## config.mk

```make
export PLATFORM = sky130hd
export DESIGN_NAME = axi_lite_reg_bank_flat
export DESIGN_NICKNAME = d
export VERILOG_FILES = /design/src/rtl/axi_sitcp_pkg.sv /design/src/rtl/axi_lite_reg_bank_if.sv /design/src/rtl/axi_lite_wr_hold.sv /design/src/rtl/axi_lite_reg_bank.sv /design/src/flat_wrapper.sv
export SDC_FILE = /design/constraint.sdc
export NUM_CORES = 1
export LEC_CHECK = 0
export ABC_AREA = 1
export BUFFER_PORTS_ARGS = -buffer_cell sky130_fd_sc_hd__buf_4
export CORE_AREA = 4 4 240 242
export DETAILED_ROUTE_END_ITERATION = 16
export DIE_AREA = 0 0 244 246
export PLACE_DENSITY_LB_ADDON = 0.1
export SLEW_MARGIN = 20
export SYNTH_ARGS = -nofsm -noshare
export SYNTH_HDL_FRONTEND = slang
export SYNTH_SLANG_ARGS = --single-unit
```

## constraint.sdc

```tcl
create_clock -name clk -period 1.8 [get_ports clk]
set_input_delay 0.18 -clock clk [delete_from_list [all_inputs] [get_ports clk]]
set_output_delay 0.18 -clock clk [all_outputs]
set_load 0.02 [all_outputs]
```

## src/rtl/axi_sitcp_pkg.sv

```systemverilog
// Shared definitions for the SiTCP AXI4-Lite path: response codes and
// register-bank address decode helpers.
package axi_sitcp_pkg;

  localparam logic [1:0] RESP_OKAY   = 2'b00;
  localparam logic [1:0] RESP_SLVERR = 2'b10;

  // Which part of the register map a word index falls into.
  typedef enum logic [1:0] {
    REGION_CTRL = 2'd0,
    REGION_STAT = 2'd1,
    REGION_NONE = 2'd2
  } region_e;

  // Word index from a byte address; the two lane bits are dropped because
  // byte lanes are selected by wstrb alone.
  function automatic int unsigned word_index(input logic [31:0] byte_addr);
    return {2'b00, byte_addr[31:2]};
  endfunction

  // Unsigned range decode: ctrl words first, status words after them.
  function automatic region_e decode_region(input int unsigned idx,
                                            input int unsigned num_ctrl,
                                            input int unsigned num_stat);
    if (idx < num_ctrl) begin
      return REGION_CTRL;
    end else if (idx < num_ctrl + num_stat) begin
      return REGION_STAT;
    end else begin
      return REGION_NONE;
    end
  endfunction

endpackage

```

## src/rtl/axi_lite_reg_bank_if.sv

```systemverilog
// AXI4-Lite bus bundle between the RBCP bridge (master) and the register bank (slave).
interface axi_lite_reg_bank_if #(
  parameter int ADDR_WIDTH = 8
);
  logic [ADDR_WIDTH-1:0] awaddr;
  logic [2:0]            awprot;
  logic                  awvalid;
  logic                  awready;
  logic [31:0]           wdata;
  logic [3:0]            wstrb;
  logic                  wvalid;
  logic                  wready;
  logic [1:0]            bresp;
  logic                  bvalid;
  logic                  bready;
  logic [ADDR_WIDTH-1:0] araddr;
  logic [2:0]            arprot;
  logic                  arvalid;
  logic                  arready;
  logic [31:0]           rdata;
  logic [1:0]            rresp;
  logic                  rvalid;
  logic                  rready;

  modport master (
    output awaddr, awprot, awvalid, wdata, wstrb, wvalid, bready,
           araddr, arprot, arvalid, rready,
    input  awready, wready, bresp, bvalid, arready, rdata, rresp, rvalid
  );

  modport slave (
    input  awaddr, awprot, awvalid, wdata, wstrb, wvalid, bready,
           araddr, arprot, arvalid, rready,
    output awready, wready, bresp, bvalid, arready, rdata, rresp, rvalid
  );
endinterface

```

## src/rtl/axi_lite_wr_hold.sv

```systemverilog
// Single-entry holding register for one AXI write channel (AW or W).
// Ready is registered: it reflects "empty and write path not blocked" as of
// the next cycle, so it never depends combinationally on valid.
module axi_lite_wr_hold #(
  parameter int WIDTH = 8
) (
  input  logic             clk,
  input  logic             rst_n,
  input  logic             valid_i,
  input  logic [WIDTH-1:0] data_i,
  input  logic             allow_i,   // next-cycle permission to accept (low while a response is pending)
  input  logic             clr_i,     // entry consumed by a commit
  output logic             ready_o,
  output logic             held_o,
  output logic [WIDTH-1:0] data_o
);

  logic             held_q, held_d;
  logic             ready_q, ready_d;
  logic [WIDTH-1:0] data_q, data_d;

  // Capture on handshake, release on commit, and precompute next ready.
  always_comb begin
    held_d = held_q;
    data_d = data_q;
    if (clr_i) begin
      held_d = 1'b0;
    end else if (valid_i && ready_q) begin
      held_d = 1'b1;
      data_d = data_i;
    end
    ready_d = !held_d && allow_i;
  end

  // Entry state; reset discards anything held.
  always_ff @(posedge clk or negedge rst_n) begin
    if (!rst_n) begin
      held_q  <= 1'b0;
      ready_q <= 1'b0;
      data_q  <= '0;
    end else begin
      held_q  <= held_d;
      ready_q <= ready_d;
      data_q  <= data_d;
    end
  end

  assign ready_o = ready_q;
  assign held_o  = held_q;
  assign data_o  = data_q;

endmodule

```

## src/rtl/axi_lite_reg_bank.sv

```systemverilog
// AXI4-Lite slave register bank: NUM_CTRL byte-writable control words driven
// to fabric with per-word commit strobes, followed by NUM_STAT read-only
// status words sampled from fabric.
module axi_lite_reg_bank
  import axi_sitcp_pkg::*;
#(
  parameter int NUM_CTRL   = 8,
  parameter int NUM_STAT   = 8,
  parameter int ADDR_WIDTH = 8
) (
  input  logic                  clk,
  input  logic                  rst_n,
  axi_lite_reg_bank_if.slave    s_axi,
  output logic [NUM_CTRL*32-1:0] ctrl_out,
  output logic [NUM_CTRL-1:0]    ctrl_wr_pulse,
  input  logic [NUM_STAT*32-1:0] stat_in
);

  // ---------------------------------------------------------------- write path
  logic                  aw_held, w_held;
  logic                  aw_ready, w_ready;
  logic [ADDR_WIDTH-1:0] aw_addr;
  logic [35:0]           w_payload;
  logic                  commit;
  logic                  allow_wr;

  logic                          bvalid_q, bvalid_d;
  logic [1:0]                    bresp_q, bresp_d;
  logic [NUM_CTRL-1:0][31:0]     ctrl_q, ctrl_d;
  logic [NUM_CTRL-1:0]           pulse_q, pulse_d;

  int unsigned aw_idx;
  region_e     aw_region;
  logic [3:0]  wr_strb;
  logic [31:0] wr_data;

  axi_lite_wr_hold #(.WIDTH(ADDR_WIDTH)) u_aw_hold (
    .clk     (clk),
    .rst_n   (rst_n),
    .valid_i (s_axi.awvalid),
    .data_i  (s_axi.awaddr),
    .allow_i (allow_wr),
    .clr_i   (commit),
    .ready_o (aw_ready),
    .held_o  (aw_held),
    .data_o  (aw_addr)
  );

  axi_lite_wr_hold #(.WIDTH(36)) u_w_hold (
    .clk     (clk),
    .rst_n   (rst_n),
    .valid_i (s_axi.wvalid),
    .data_i  ({s_axi.wstrb, s_axi.wdata}),
    .allow_i (allow_wr),
    .clr_i   (commit),
    .ready_o (w_ready),
    .held_o  (w_held),
    .data_o  (w_payload)
  );

  assign commit    = aw_held && w_held && !bvalid_q;
  assign aw_idx    = word_index(32'(aw_addr));
  assign aw_region = decode_region(aw_idx, NUM_CTRL, NUM_STAT);
  assign wr_strb   = w_payload[35:32];
  assign wr_data   = w_payload[31:0];
  // Both channels stay closed for as long as a write response is outstanding.
  assign allow_wr  = !bvalid_d;

  // Commit merges enabled lanes into the hit word and raises the response.
  always_comb begin
    ctrl_d   = ctrl_q;
    pulse_d  = '0;
    bresp_d  = bresp_q;
    bvalid_d = bvalid_q;
    if (bvalid_q && s_axi.bready) begin
      bvalid_d = 1'b0;
    end
    if (commit) begin
      bvalid_d = 1'b1;
      bresp_d  = (aw_region == REGION_CTRL) ? RESP_OKAY : RESP_SLVERR;
      if (aw_region == REGION_CTRL) begin
        for (int i = 0; i < NUM_CTRL; i++) begin
          if (aw_idx == i) begin
            pulse_d[i] = 1'b1;
            for (int k = 0; k < 4; k++) begin
              if (wr_strb[k]) begin
                ctrl_d[i][8*k +: 8] = wr_data[8*k +: 8];
              end
            end
          end
        end
      end
    end
  end

  // Write-side state: control array, commit strobes, response.
  always_ff @(posedge clk or negedge rst_n) begin
    if (!rst_n) begin
      ctrl_q   <= '0;
      pulse_q  <= '0;
      bresp_q  <= RESP_OKAY;
      bvalid_q <= 1'b0;
    end else begin
      ctrl_q   <= ctrl_d;
      pulse_q  <= pulse_d;
      bresp_q  <= bresp_d;
      bvalid_q <= bvalid_d;
    end
  end

  assign s_axi.awready = aw_ready;
  assign s_axi.wready  = w_ready;
  assign s_axi.bvalid  = bvalid_q;
  assign s_axi.bresp   = bresp_q;
  assign ctrl_out      = ctrl_q;
  assign ctrl_wr_pulse = pulse_q;

  // ----------------------------------------------------------------- read path
  logic        arready_q, arready_d;
  logic        rvalid_q, rvalid_d;
  logic [31:0] rdata_q, rdata_d;
  logic [1:0]  rresp_q, rresp_d;
  logic        ar_hs;
  int unsigned ar_idx;
  region_e     ar_region;
  logic [31:0] rd_word;

  assign ar_hs     = s_axi.arvalid && arready_q;
  assign ar_idx    = word_index(32'(s_axi.araddr));
  assign ar_region = decode_region(ar_idx, NUM_CTRL, NUM_STAT);

  // Read mux; uses the pre-edge ctrl value so a same-cycle commit is not visible.
  always_comb begin
    rd_word = '0;
    if (ar_region == REGION_CTRL) begin
      for (int i = 0; i < NUM_CTRL; i++) begin
        if (ar_idx == i) begin
          rd_word = ctrl_q[i];
        end
      end
    end else if (ar_region == REGION_STAT) begin
      for (int j = 0; j < NUM_STAT; j++) begin
        if (ar_idx == NUM_CTRL + j) begin
          rd_word = stat_in[32*j +: 32];
        end
      end
    end
  end

  // Single outstanding read: capture on AR handshake, hold until rready.
  always_comb begin
    rvalid_d = rvalid_q;
    rdata_d  = rdata_q;
    rresp_d  = rresp_q;
    if (rvalid_q && s_axi.rready) begin
      rvalid_d = 1'b0;
    end
    if (ar_hs) begin
      rvalid_d = 1'b1;
      rdata_d  = rd_word;
      rresp_d  = (ar_region == REGION_NONE) ? RESP_SLVERR : RESP_OKAY;
    end
    arready_d = !rvalid_d;
  end

  // Read-side state.
  always_ff @(posedge clk or negedge rst_n) begin
    if (!rst_n) begin
      arready_q <= 1'b0;
      rvalid_q  <= 1'b0;
      rdata_q   <= '0;
      rresp_q   <= RESP_OKAY;
    end else begin
      arready_q <= arready_d;
      rvalid_q  <= rvalid_d;
      rdata_q   <= rdata_d;
      rresp_q   <= rresp_d;
    end
  end

  assign s_axi.arready = arready_q;
  assign s_axi.rvalid  = rvalid_q;
  assign s_axi.rdata   = rdata_q;
  assign s_axi.rresp   = rresp_q;

  // Protection bits and address lane bits carry no meaning for this bank.
  logic unused_ok;
  assign unused_ok = ^{s_axi.awprot, s_axi.arprot, aw_addr[1:0], s_axi.araddr[1:0]};

endmodule
```

## src/flat_wrapper.sv

```systemverilog
// flat-port wrapper written by rule: the top's interface ports become plain ports
module axi_lite_reg_bank_flat import axi_sitcp_pkg::*;
#(
  parameter int NUM_CTRL   = 8,
  parameter int NUM_STAT   = 8,
  parameter int ADDR_WIDTH = 8
)
  (clk, rst_n, ctrl_out, ctrl_wr_pulse, stat_in, s_axi_awaddr, s_axi_awprot, s_axi_awvalid, s_axi_wdata, s_axi_wstrb, s_axi_wvalid, s_axi_bready, s_axi_araddr, s_axi_arprot, s_axi_arvalid, s_axi_rready, s_axi_awready, s_axi_wready, s_axi_bresp, s_axi_bvalid, s_axi_arready, s_axi_rdata, s_axi_rresp, s_axi_rvalid);
  axi_lite_reg_bank_if #(.ADDR_WIDTH(ADDR_WIDTH)) s_axi_i ();
  input  logic clk;
  input  logic rst_n;
  output logic [NUM_CTRL*32-1:0] ctrl_out;
  output logic [NUM_CTRL-1:0] ctrl_wr_pulse;
  input  logic [NUM_STAT*32-1:0] stat_in;
  input wire logic [$bits(s_axi_i.awaddr)-1:0] s_axi_awaddr;
  input wire logic [$bits(s_axi_i.awprot)-1:0] s_axi_awprot;
  input wire logic [$bits(s_axi_i.awvalid)-1:0] s_axi_awvalid;
  input wire logic [$bits(s_axi_i.wdata)-1:0] s_axi_wdata;
  input wire logic [$bits(s_axi_i.wstrb)-1:0] s_axi_wstrb;
  input wire logic [$bits(s_axi_i.wvalid)-1:0] s_axi_wvalid;
  input wire logic [$bits(s_axi_i.bready)-1:0] s_axi_bready;
  input wire logic [$bits(s_axi_i.araddr)-1:0] s_axi_araddr;
  input wire logic [$bits(s_axi_i.arprot)-1:0] s_axi_arprot;
  input wire logic [$bits(s_axi_i.arvalid)-1:0] s_axi_arvalid;
  input wire logic [$bits(s_axi_i.rready)-1:0] s_axi_rready;
  output wire logic [$bits(s_axi_i.awready)-1:0] s_axi_awready;
  output wire logic [$bits(s_axi_i.wready)-1:0] s_axi_wready;
  output wire logic [$bits(s_axi_i.bresp)-1:0] s_axi_bresp;
  output wire logic [$bits(s_axi_i.bvalid)-1:0] s_axi_bvalid;
  output wire logic [$bits(s_axi_i.arready)-1:0] s_axi_arready;
  output wire logic [$bits(s_axi_i.rdata)-1:0] s_axi_rdata;
  output wire logic [$bits(s_axi_i.rresp)-1:0] s_axi_rresp;
  output wire logic [$bits(s_axi_i.rvalid)-1:0] s_axi_rvalid;
  assign s_axi_i.awaddr = s_axi_awaddr;
  assign s_axi_i.awprot = s_axi_awprot;
  assign s_axi_i.awvalid = s_axi_awvalid;
  assign s_axi_i.wdata = s_axi_wdata;
  assign s_axi_i.wstrb = s_axi_wstrb;
  assign s_axi_i.wvalid = s_axi_wvalid;
  assign s_axi_i.bready = s_axi_bready;
  assign s_axi_i.araddr = s_axi_araddr;
  assign s_axi_i.arprot = s_axi_arprot;
  assign s_axi_i.arvalid = s_axi_arvalid;
  assign s_axi_i.rready = s_axi_rready;
  assign s_axi_awready = s_axi_i.awready;
  assign s_axi_wready = s_axi_i.wready;
  assign s_axi_bresp = s_axi_i.bresp;
  assign s_axi_bvalid = s_axi_i.bvalid;
  assign s_axi_arready = s_axi_i.arready;
  assign s_axi_rdata = s_axi_i.rdata;
  assign s_axi_rresp = s_axi_i.rresp;
  assign s_axi_rvalid = s_axi_i.rvalid;
  axi_lite_reg_bank #(.NUM_CTRL(NUM_CTRL), .NUM_STAT(NUM_STAT), .ADDR_WIDTH(ADDR_WIDTH)) u_core (.clk(clk), .rst_n(rst_n), .s_axi(s_axi_i), .ctrl_out(ctrl_out), .ctrl_wr_pulse(ctrl_wr_pulse), .stat_in(stat_in));
endmodule
```

; ---- After elaboration in Yosys (flattened, before gate mapping)
; Index checks and enable logic that the tools add are counted.
[word_totals]
out_inout_bits = 305
ff_bits = 351
word_cells = 168
in_bits = 321
[classes]
order_cmp = 4
n_eq_ne = 24
n_bitwise = 1
n_reduce_logical = 52
muxes = 42
[op_table]
columns = op, count
row1 = 32-bit 2-to-1 mux, 18
row2 = 4-bit AND reduction, 32
row3 = 32-bit logical NOT, 2
row4 = 6-bit by 3-bit equality test with 1-bit output (second input constant), 8
row5 = 6-bit by 4-bit equality test with 1-bit output (second input constant), 8
row6 = 6-bit by 2-bit equality test with 1-bit output (second input constant), 4
row7 = 1-bit 2-to-1 mux, 16
row8 = 8-bit 2-to-1 mux, 2
row9 = 6-bit by 1-bit equality test with 1-bit output (second input constant), 2
row10 = 6-bit by 4-bit less-than comparator with 1-bit output (second input constant), 2
row11 = 6-bit by 5-bit less-than comparator with 1-bit output (second input constant), 2
row12 = 2-bit 2-to-1 mux, 6
row13 = 1-bit logical AND, 9
row14 = 1-bit logical NOT, 5
row15 = 2-bit logical NOT, 2
row16 = 2-bit AND reduction, 2
row17 = 2-bit by 1-bit equality test with 1-bit output (second input constant), 1
row18 = 2-bit equality test (second input constant), 1
row19 = 1-bit inverter, 1

; ---- Depth between registers and ports, before layout
; Gate-level depths: netlist (run 1).
[logic_depth]
word_depth = 11
ltp_mapped = 13
mapped_depth_nobuf = 13

; ---- By module
; A second synthesis (run 1) with hierarchy kept.
[unflattened]
hier_cells = 2386
hier_area_um2 = 17585.6
[by_module_without_submodules]
columns = mod, seq_area_each_um2, cells_per_inst, n_inst, area_per_inst_um2
row1 = axi_lite_reg_bank, 7532.2, 2173, 1, 15541.2
row2 = axi_lite_wr_hold (u_core.u_w_hold), 950.9, 169, 1, 1612.8
row3 = axi_lite_wr_hold (u_core.u_aw_hold), 250.2, 44, 1, 431.7

; ---- Least setup slack after synthesis (run 1)
; Ideal clock, no wire load.
[synth_path]
path_kind = flip-flop to flip-flop
start = register u_core.bvalid_q (netlist: u_core.s_axi.bvalid)
end = register u_core.ctrl_q (netlist bit u_core.ctrl_out[37])
t_required_ps = 1671
period_less_slack_ps = 1625
path_slack_ps = 175
arrival_ps = 1496
path_buffers = 1
path_stages_with_launch = 10
setup_time_ps = 129
cell_sequence = dfrtp_1 inv_1 nand3_1 nor2_1 inv_2 nor2_4 nand2_1 buf_2 nand2_1 o21ai_0
[synth_between]
elab_chain_cells = 3
[synth_rtl]
columns = element, line
row1 = start: declaration, axi_lite_reg_bank.sv:27  ; logic bvalid_q, bvalid_d;
row2 = start signal: assignment, axi_lite_reg_bank.sv:107  ; bvalid_q <= bvalid_d;
row3 = 1-bit logical NOT, axi_lite_reg_bank.sv:61  ; assign commit = aw_held && w_held && !bvalid_q;
row4 = 1-bit logical AND, axi_lite_reg_bank.sv:61
row5 = 4-bit AND reduction (no source line), n/a
row6 = end signal: assignment, axi_lite_reg_bank.sv:104  ; ctrl_q <= ctrl_d;
row7 = end: declaration, axi_lite_reg_bank.sv:29  ; logic [NUM_CTRL-1:0][31:0] ctrl_q, ctrl_d;
; No other way between the ends.
; A chain may end at the register's enable or synchronous reset.

; ---- Final worst setup path (run 1)
[layout_path]
start = register u_core.u_aw_hold.data_q[7] (netlist: u_core.u_aw_hold.data_o[7])
end = register u_core.ctrl_q (netlist bit u_core.ctrl_out[59])
[layout_between]
elab_chain_cells = 5
word_cells_on_any_way = 7
cone_classes = order compare: 2 / eq/ne: 1 / mux: 2 / reduce/logical: 2
[layout_rtl]
columns = element, line
row1 = start: declaration, axi_lite_wr_hold.sv:20  ; logic [WIDTH-1:0] data_q, data_d;
row2 = start signal: assignment, axi_lite_wr_hold.sv:44  ; data_q <= data_d;
row3 = 6-bit by 5-bit less-than comparator with 1-bit output, axi_sitcp_pkg.sv:27  ; end else if (idx < num_ctrl + num_stat) begin
row4 = 2-bit 2-to-1 mux, axi_sitcp_pkg.sv:27
row5 = 2-bit 2-to-1 mux, axi_sitcp_pkg.sv:25  ; if (idx < num_ctrl) begin
row6 = 2-bit logical NOT, axi_lite_reg_bank.sv:81  ; if (aw_region == REGION_CTRL) begin
row7 = 4-bit AND reduction (no source line) (*), n/a
; Mark *: on every way between the ends. The rest lies on a longest branch, timed or not.

==> flow_summary.yaml, run 1 <==
status:
  status: "finished clean"
floorplan:
  rows: 86
  dieHeight_um: 246
  die_area_um2: 60000
  die_x_um: 244
  num_io_pins: 626
  initial_utilization_pct: 31.1
  core_um2: 55100
route:
  drt_iter0_drc: 1341
  drtPass1Iterations: 7
  routed_wl_um: 85400
  vias: 18400
  drcViolationCount: 0
  via_per_inst: 4.92
  wl_per_cell_um: 22.8
  drtAntennaViolNets: 0
timing:
  rsz0062_at_grt: "true"
  min_period_over_period_pct: 96.5
  period_needed_ns: 1.74
  finalSetupViolations: 0
  final_max_slew_viol_count: 0
  fin_ws_ns: 0.0622
  finClkSkew_ns: 0.0230
  setup_tns_ns: 0
  max_freq_ghz: 0.575
  finalHoldViolCount: 0
critical_path:
  reg2reg_from: "u_core.u_aw_hold.data_o[7]"
  required_ns: 2.20
  crit_type: "register to register"
  r2r_end: "u_core.ctrl_out[59]"
  reg2reg_slack_ns: 0.06
  crit_fanout: 16
  critPathCaptureType: "register"
  arrival_ns: 2.14
  startpoint_type: "register"
  r2r_cells: 9
synth:
  ys_seq_area_share_pct: 50.8
  ys_ff_latch: 347
  synth_area_per_cell_um2: 7.52
  ys_types: 21
  synthCells: 2275
  syn_area_um2: 17100
  ys_warn_count: 0
power_and_ir_drop:
  p_leak_nw: 12.8
  pwr_density_cell_nw_per_um2: 1080
  vdd_drop_max_uv: 837
cells_and_area:
  fillers: 5619
  stdcell_count: 3740
  final_cell_mix: "nand2_1, buf_4, dfrtp_1"
  fin_area_um2: 25300
  drive_gt1_share_pct: 27.9
  layout_commonest_cell: "nand2_1"
  syn_to_final_growth_pct: 48.1
  nets: 3282
clock_network:
  clock-sinks: 347
  cts_tree: "done"
  cts-root-buf: "clkbuf_16"
  cts_max_level: 2
  insertion_delay_ns: 0.54
  cts_buffers: 40
  clkTransAtPathRegs_ns: 0.06
  clock_path_buffers: 3
job:
  maxCapViolCount: 0
placed_design:
  io_buffers: 613
  placed_area_um2: 23500
  gp_congestion: 1.03
  dpl.cell_count: 3621
  post-place-ws_ns: -0.0797
  dp_hpwl_um: 68700
min_path:
  min_path_cells: 7
  hp-start: "stat_in[251]"
  hold_class: "primary input to register"
  worstHoldEndpoint: "u_core.s_axi.rdata[27]"
global_route:
  antenna_found_initial: 2
  grt_pass1_vias: 17600
  gr-usage-all-layers_pct: 27.3
  grt_pass1_wl_um: 123000
  grt_max_degree: 65
  overflow: 0
worst max-delay path by stage:
stage                          startpoint               endpoint  cells past startpoint
2_1_floorplan         u_core.s_axi.bvalid    u_core.ctrl_out[37]                      9
3_3_place_gp              s_axi_araddr[3]  u_core.s_axi.rdata[6]                     13
3_5_place_dp              s_axi_araddr[3]  u_core.s_axi.rdata[6]                     13
4_1_cts        u_core.u_aw_hold.data_o[7]   u_core.ctrl_out[158]                     10
5_1_grt        u_core.u_aw_hold.data_o[7]    u_core.ctrl_out[26]                      9
6_report       u_core.u_aw_hold.data_o[7]    u_core.ctrl_out[59]                      9
registers in the layout, summed over array words and instances, names as in the netlist, 6 cells and up:
name / count
u_core.ctrl_out: 256
u_core.u_w_hold.data_o: 36
u_core.u_aw_hold.data_o: 6
u_core.s_axi.rdata: 32
u_core.ctrl_wr_pulse: 8
critical path, stage by stage (launching register included):
cell     delay [ns]
dfrtp_1        0.39
nor3_2         0.19
inv_2          0.09
nor2_4         0.12
inv_4          0.09
nor2_4         0.25
nand2_1        0.15
buf_6          0.18
nand2_1        0.06
o21ai_0        0.08
Yosys cell counts, drive strengths merged:
cell,n,area [µm²]
a21oi,37,185
buf,83,418
clkbuf,42,158
conb,1,3.75
dfrtp,347,8680
inv,195,732
nand2,800,3010
nand3,132,661
nand4,96,601
nor2,170,703
nor3,10,61.3
o211ai,32,240
o21ai,329,1650
o311ai,1,8.76
per-layer routing:
layer / vias to the layer above / GRT usage, % / wire (µm)
li1: 8743 / - / -
met1: 8872 / 36.5 / 36200
met2: 692 / 44.5 / 40100
met3: 83 / 7.05 / 7210
met4: 0 / 6.50 / 1960
met5: - / 0 / 0
logic make-up (layout without fill, tap and decap cells):
family | count (synthesis) | after routing | share of synthesized area, %
and+or+nand+nor | 1208 | 1208 | 29.4
AOI/OAI and AO/OA | 399 | 399 | 12.2
DFF | 347 | 347 | 50.8
buffers and inverters | 320 | 1034 | 7.64
other | 1 | 4 | 0.0219
final cells by class:
| type | instances | area, µm² | area share (%) |
|---|---|---|---|
| inverter | 195 | 734 | 2.90 |
| tap | 748 | 936 | 3.69 |
| multi-input combinational | 1609 | 7190 | 28.4 |
| sequential | 347 | 8680 | 34.3 |
| timing repair buffer | 768 | 6460 | 25.5 |
| antenna | 2 | 5.00 | 0.0198 |
| clock buffer | 58 | 1200 | 4.74 |
| clock inverter | 13 | 129 | 0.509 |
power by group:
group	leakage (nW)	total, W	switching (W)	internal, W
combinational	7.45	0.00836	0.00546	0.00290
sequential	4.73	0.0107	0.00128	0.00938
clock	0.660	0.00822	0.00330	0.00491
metrics by stage:
stage / util (%) / total power, W / hold WS, ns
3_5_place_dp: 42.6 / 0.0190 / 0.147
6_report: 46.0 / 0.0272 / 0.0378
4_1_cts: 45.8 / 0.0274 / 0.0192
2_1_floorplan: - / 0.0141 / -0.116
5_1_grt: 46.0 / 0.0287 / 0.0491
3_3_place_gp: 42.6 / 0.0189 / 0.146
what timing repair did:
| item | 4_1_cts | 5_1_grt |
|---|---|---|
| hold endpoints to repair | 195 | 0 |
| setup endpoints to repair | 20 | 256 |
| resized for setup | 1 | 32 |
| pin swaps | 1 | 7 |
| cloned | 0 | 0 |
| buffers inserted | 0 | 1 |
| hold buffers | 45 | 0 |
(Power assumes the default switching activity.)
==> run 2, diff against run 1 <==
CORE_AREA = 2 2 245 247   (was 4 4 240 242)
DIE_AREA = 0 0 247 249   (was 0 0 244 246)
==> run 2 against run 1 <==
Effect of this change:
- sequential share of layout area is 0.30 points lower
- clock skew shrank 0.015 ns
- critical path depth up 1
- maximum frequency up 0.65%
- combinational power up 0.7%
- total power shrank 0.76%
- routed wire length is 3.3% lower
- hold slack got worse by 0.00051 ns
- core utilization down 2.4 points
- register-to-register slack about the same
- sequential power is essentially flat
- first-iteration DRC count shrank 4.9%
==> flow_summary.yaml, run 2 (synthesis gave the netlist of run 1 again) <==
floorplan:
  die_area_um2: 61500
  core_um2: 58700
  num_io_pins: 626
  dieHeight_um: 249
  initial_utilization_pct: 29.1
  die_x_um: 247
  rows: 89
route:
  drtPass1Iterations: 5
  vias: 18300
  wl_per_cell_um: 21.8
  drcViolationCount: 0
  via_per_inst: 4.83
  drtAntennaViolNets: 0
  routed_wl_um: 82600
  drt_iter0_drc: 1275
timing:
  finClkSkew_ns: 0.00759
  min_period_over_period_pct: 95.9
  hold_ws_ns: 0.0373
  finalHoldViolCount: 0
  finalSetupViolations: 0
  max_freq_ghz: 0.579
  slew_headroom_pct: 57.0
  rsz0062_at_grt: "true"
  setup_tns_ns: 0
  final_max_slew_viol_count: 0
  worstMarginPinSlew_ns: 0.645
  period_needed_ns: 1.73
global_route:
  grt_pass1_vias: 17500
  antenna_found_initial: 7
  overflow: 0
  grt_pass1_wl_um: 120000
  gr-usage-all-layers_pct: 26.0
  grt_max_degree: 75
clock_network:
  clkTransAtPathRegs_ns: 0.06
  insertion_delay_ns: 0.55
  clock_path_buffers: 3
  cts_tree: "done"
  cts_buffers: 41
  cts-root-buf: "clkbuf_16"
  clock-sinks: 347
  cts_max_level: 2
power_and_ir_drop:
  pwr_density_cell_nw_per_um2: 1060
  combPwrFrac_pct: 31.1
  seqPwrFrac_pct: 39.3
  switching_share_pct: 37.1
  p_switching_w: 0.0100
  clkPwrFrac_pct: 29.6
  vdd_drop_max_uv: 894
  intPower_w: 0.0170
  p_leak_nw: 12.9
critical_path:
  reg2reg_slack_ns: 0.07
  startpoint_type: "register"
  crit_fanout: 16
  slowest_delay_ns: 0.39
  crit_type: "register to register"
  critPathCaptureType: "register"
  required_ns: 2.21
  arrival_ns: 2.14
  path_cells: "nor3_2, inv_2, nor2_2, inv_4, nor2_2, buf_6, nand2_1, buf_12, nand2_1, o21ai_0"
  crit_slowest_cell: "dfrtp_1"
status:
  status: "finished clean"
cells_and_area:
  final_cell_mix: "nand2_1, buf_4, dfrtp_1"
  utilization_pct: 43.6
  syn_to_final_growth_pct: 49.4
  nets: 3304
  layout_commonest_cell: "nand2_1"
  largest_reg_flops: 256
  drive_gt1_share_pct: 28.1
  fillers: 6006
min_path:
  hold_class: "primary input to register"
placed_design:
  gp_congestion: 0.986
  dp_hpwl_um: 66000
  io_buffers: 613
job:
  maxCapViolCount: 0
[run 2: changes by cell type in the layout (fill, tap and decap cells not counted), moves of 2 or more]
cell,delta
dlygate4sd3_1,+7
diode_2,+4
nor2_1,-3
buf_12,+2
clkinv_2,+2
clkbuf_1,+4
buf_6,+8
clkbuf_8,-6
o21ai_1,+4
o21ai_0,-4
nor2_4,+3
buf_4,+3
[run 2: power groups by stage]
stage | clock, W | combinational [W] | sequential [W]
after CTS | 0.00821 | 0.00837 | 0.0106
after global routing | 0.00850 | 0.00913 | 0.0108
after detailed placement | 0 | 0.00823 | 0.0107
after global placement | 0 | 0.00817 | 0.0107
after floorplan | 0 | 0.00237 | 0.0117
final | 0.00799 | 0.00842 | 0.0106
[run 2: critical path, delay by kind of cell (launching register included)]
family	cells	cell delay (ns)
compound gates	1	0.07
buf+inv	4	0.50
simple gates	5	0.62
flops	1	0.39
[run 2: per-layer routing]
metal,vias to the layer above,track usage (%),share of wire [%]
li1,8786,-,-
met1,8745,35.6,44
met2,680,40.7,45
met3,99,6.01,7.9
met4,2,7.75,2.8
met5,-,0,0.016
[run 2: final timing paths]
| check | startpoint | to | depth (start not counted) |
|---|---|---|---|
| setup / recovery | u_core.u_aw_hold.data_o[5] | u_core.ctrl_out[227] | 10 |
| hold / removal | stat_in[230] | u_core.s_axi.rdata[6] | 7 |
| setup reg to reg | u_core.u_aw_hold.data_o[5] | u_core.ctrl_out[227] | 10 |
| hold reg to reg | u_core.s_axi.rdata[26] | u_core.s_axi.rdata[26] | 2 |
| max in group asynchronous | rst_n | u_core.s_axi.rdata[21] | 3 |
| min in group asynchronous | rst_n | u_core.ctrl_out[64] | 2 |
[run 2: per-stage QoR]
stage / area, µm² / worst slack, ns / std cells / total power, W
floorplan: 17100 / 0.175 / 2276 / 0.0141
CTS: 25300 / 0.00281 / 3778 / 0.0272
detailed placement: 23600 / -0.222 / 3657 / 0.0190
global placement: 23600 / -0.227 / 3657 / 0.0188
finish: 25600 / 0.0734 / 3788 / 0.0270
global route: 25600 / -0.0465 / 3788 / 0.0284
[run 2: timing repair]
item	CTS	global route
resized for setup	3	50
hold buffers	52	0
endpoints found under the hold margin	322	0
endpoints found under the setup margin	39	255
buffers inserted	0	3
pin swaps	1	7
gates cloned	0	1
[run 2: cell type report]
| class | count | area [µm²] | area share, % |
|---|---|---|---|
| diodes | 6 | 15.0 | 0.0587 |
| multi-input cells | 1609 | 7220 | 28.2 |
| clock inverters | 13 | 121 | 0.475 |
| clock buffers | 56 | 1130 | 4.43 |
| well taps | 773 | 967 | 3.78 |
| flip-flops and latches | 347 | 8680 | 34.0 |
| inverters | 195 | 739 | 2.89 |
| repair buffers | 789 | 6680 | 26.1 |
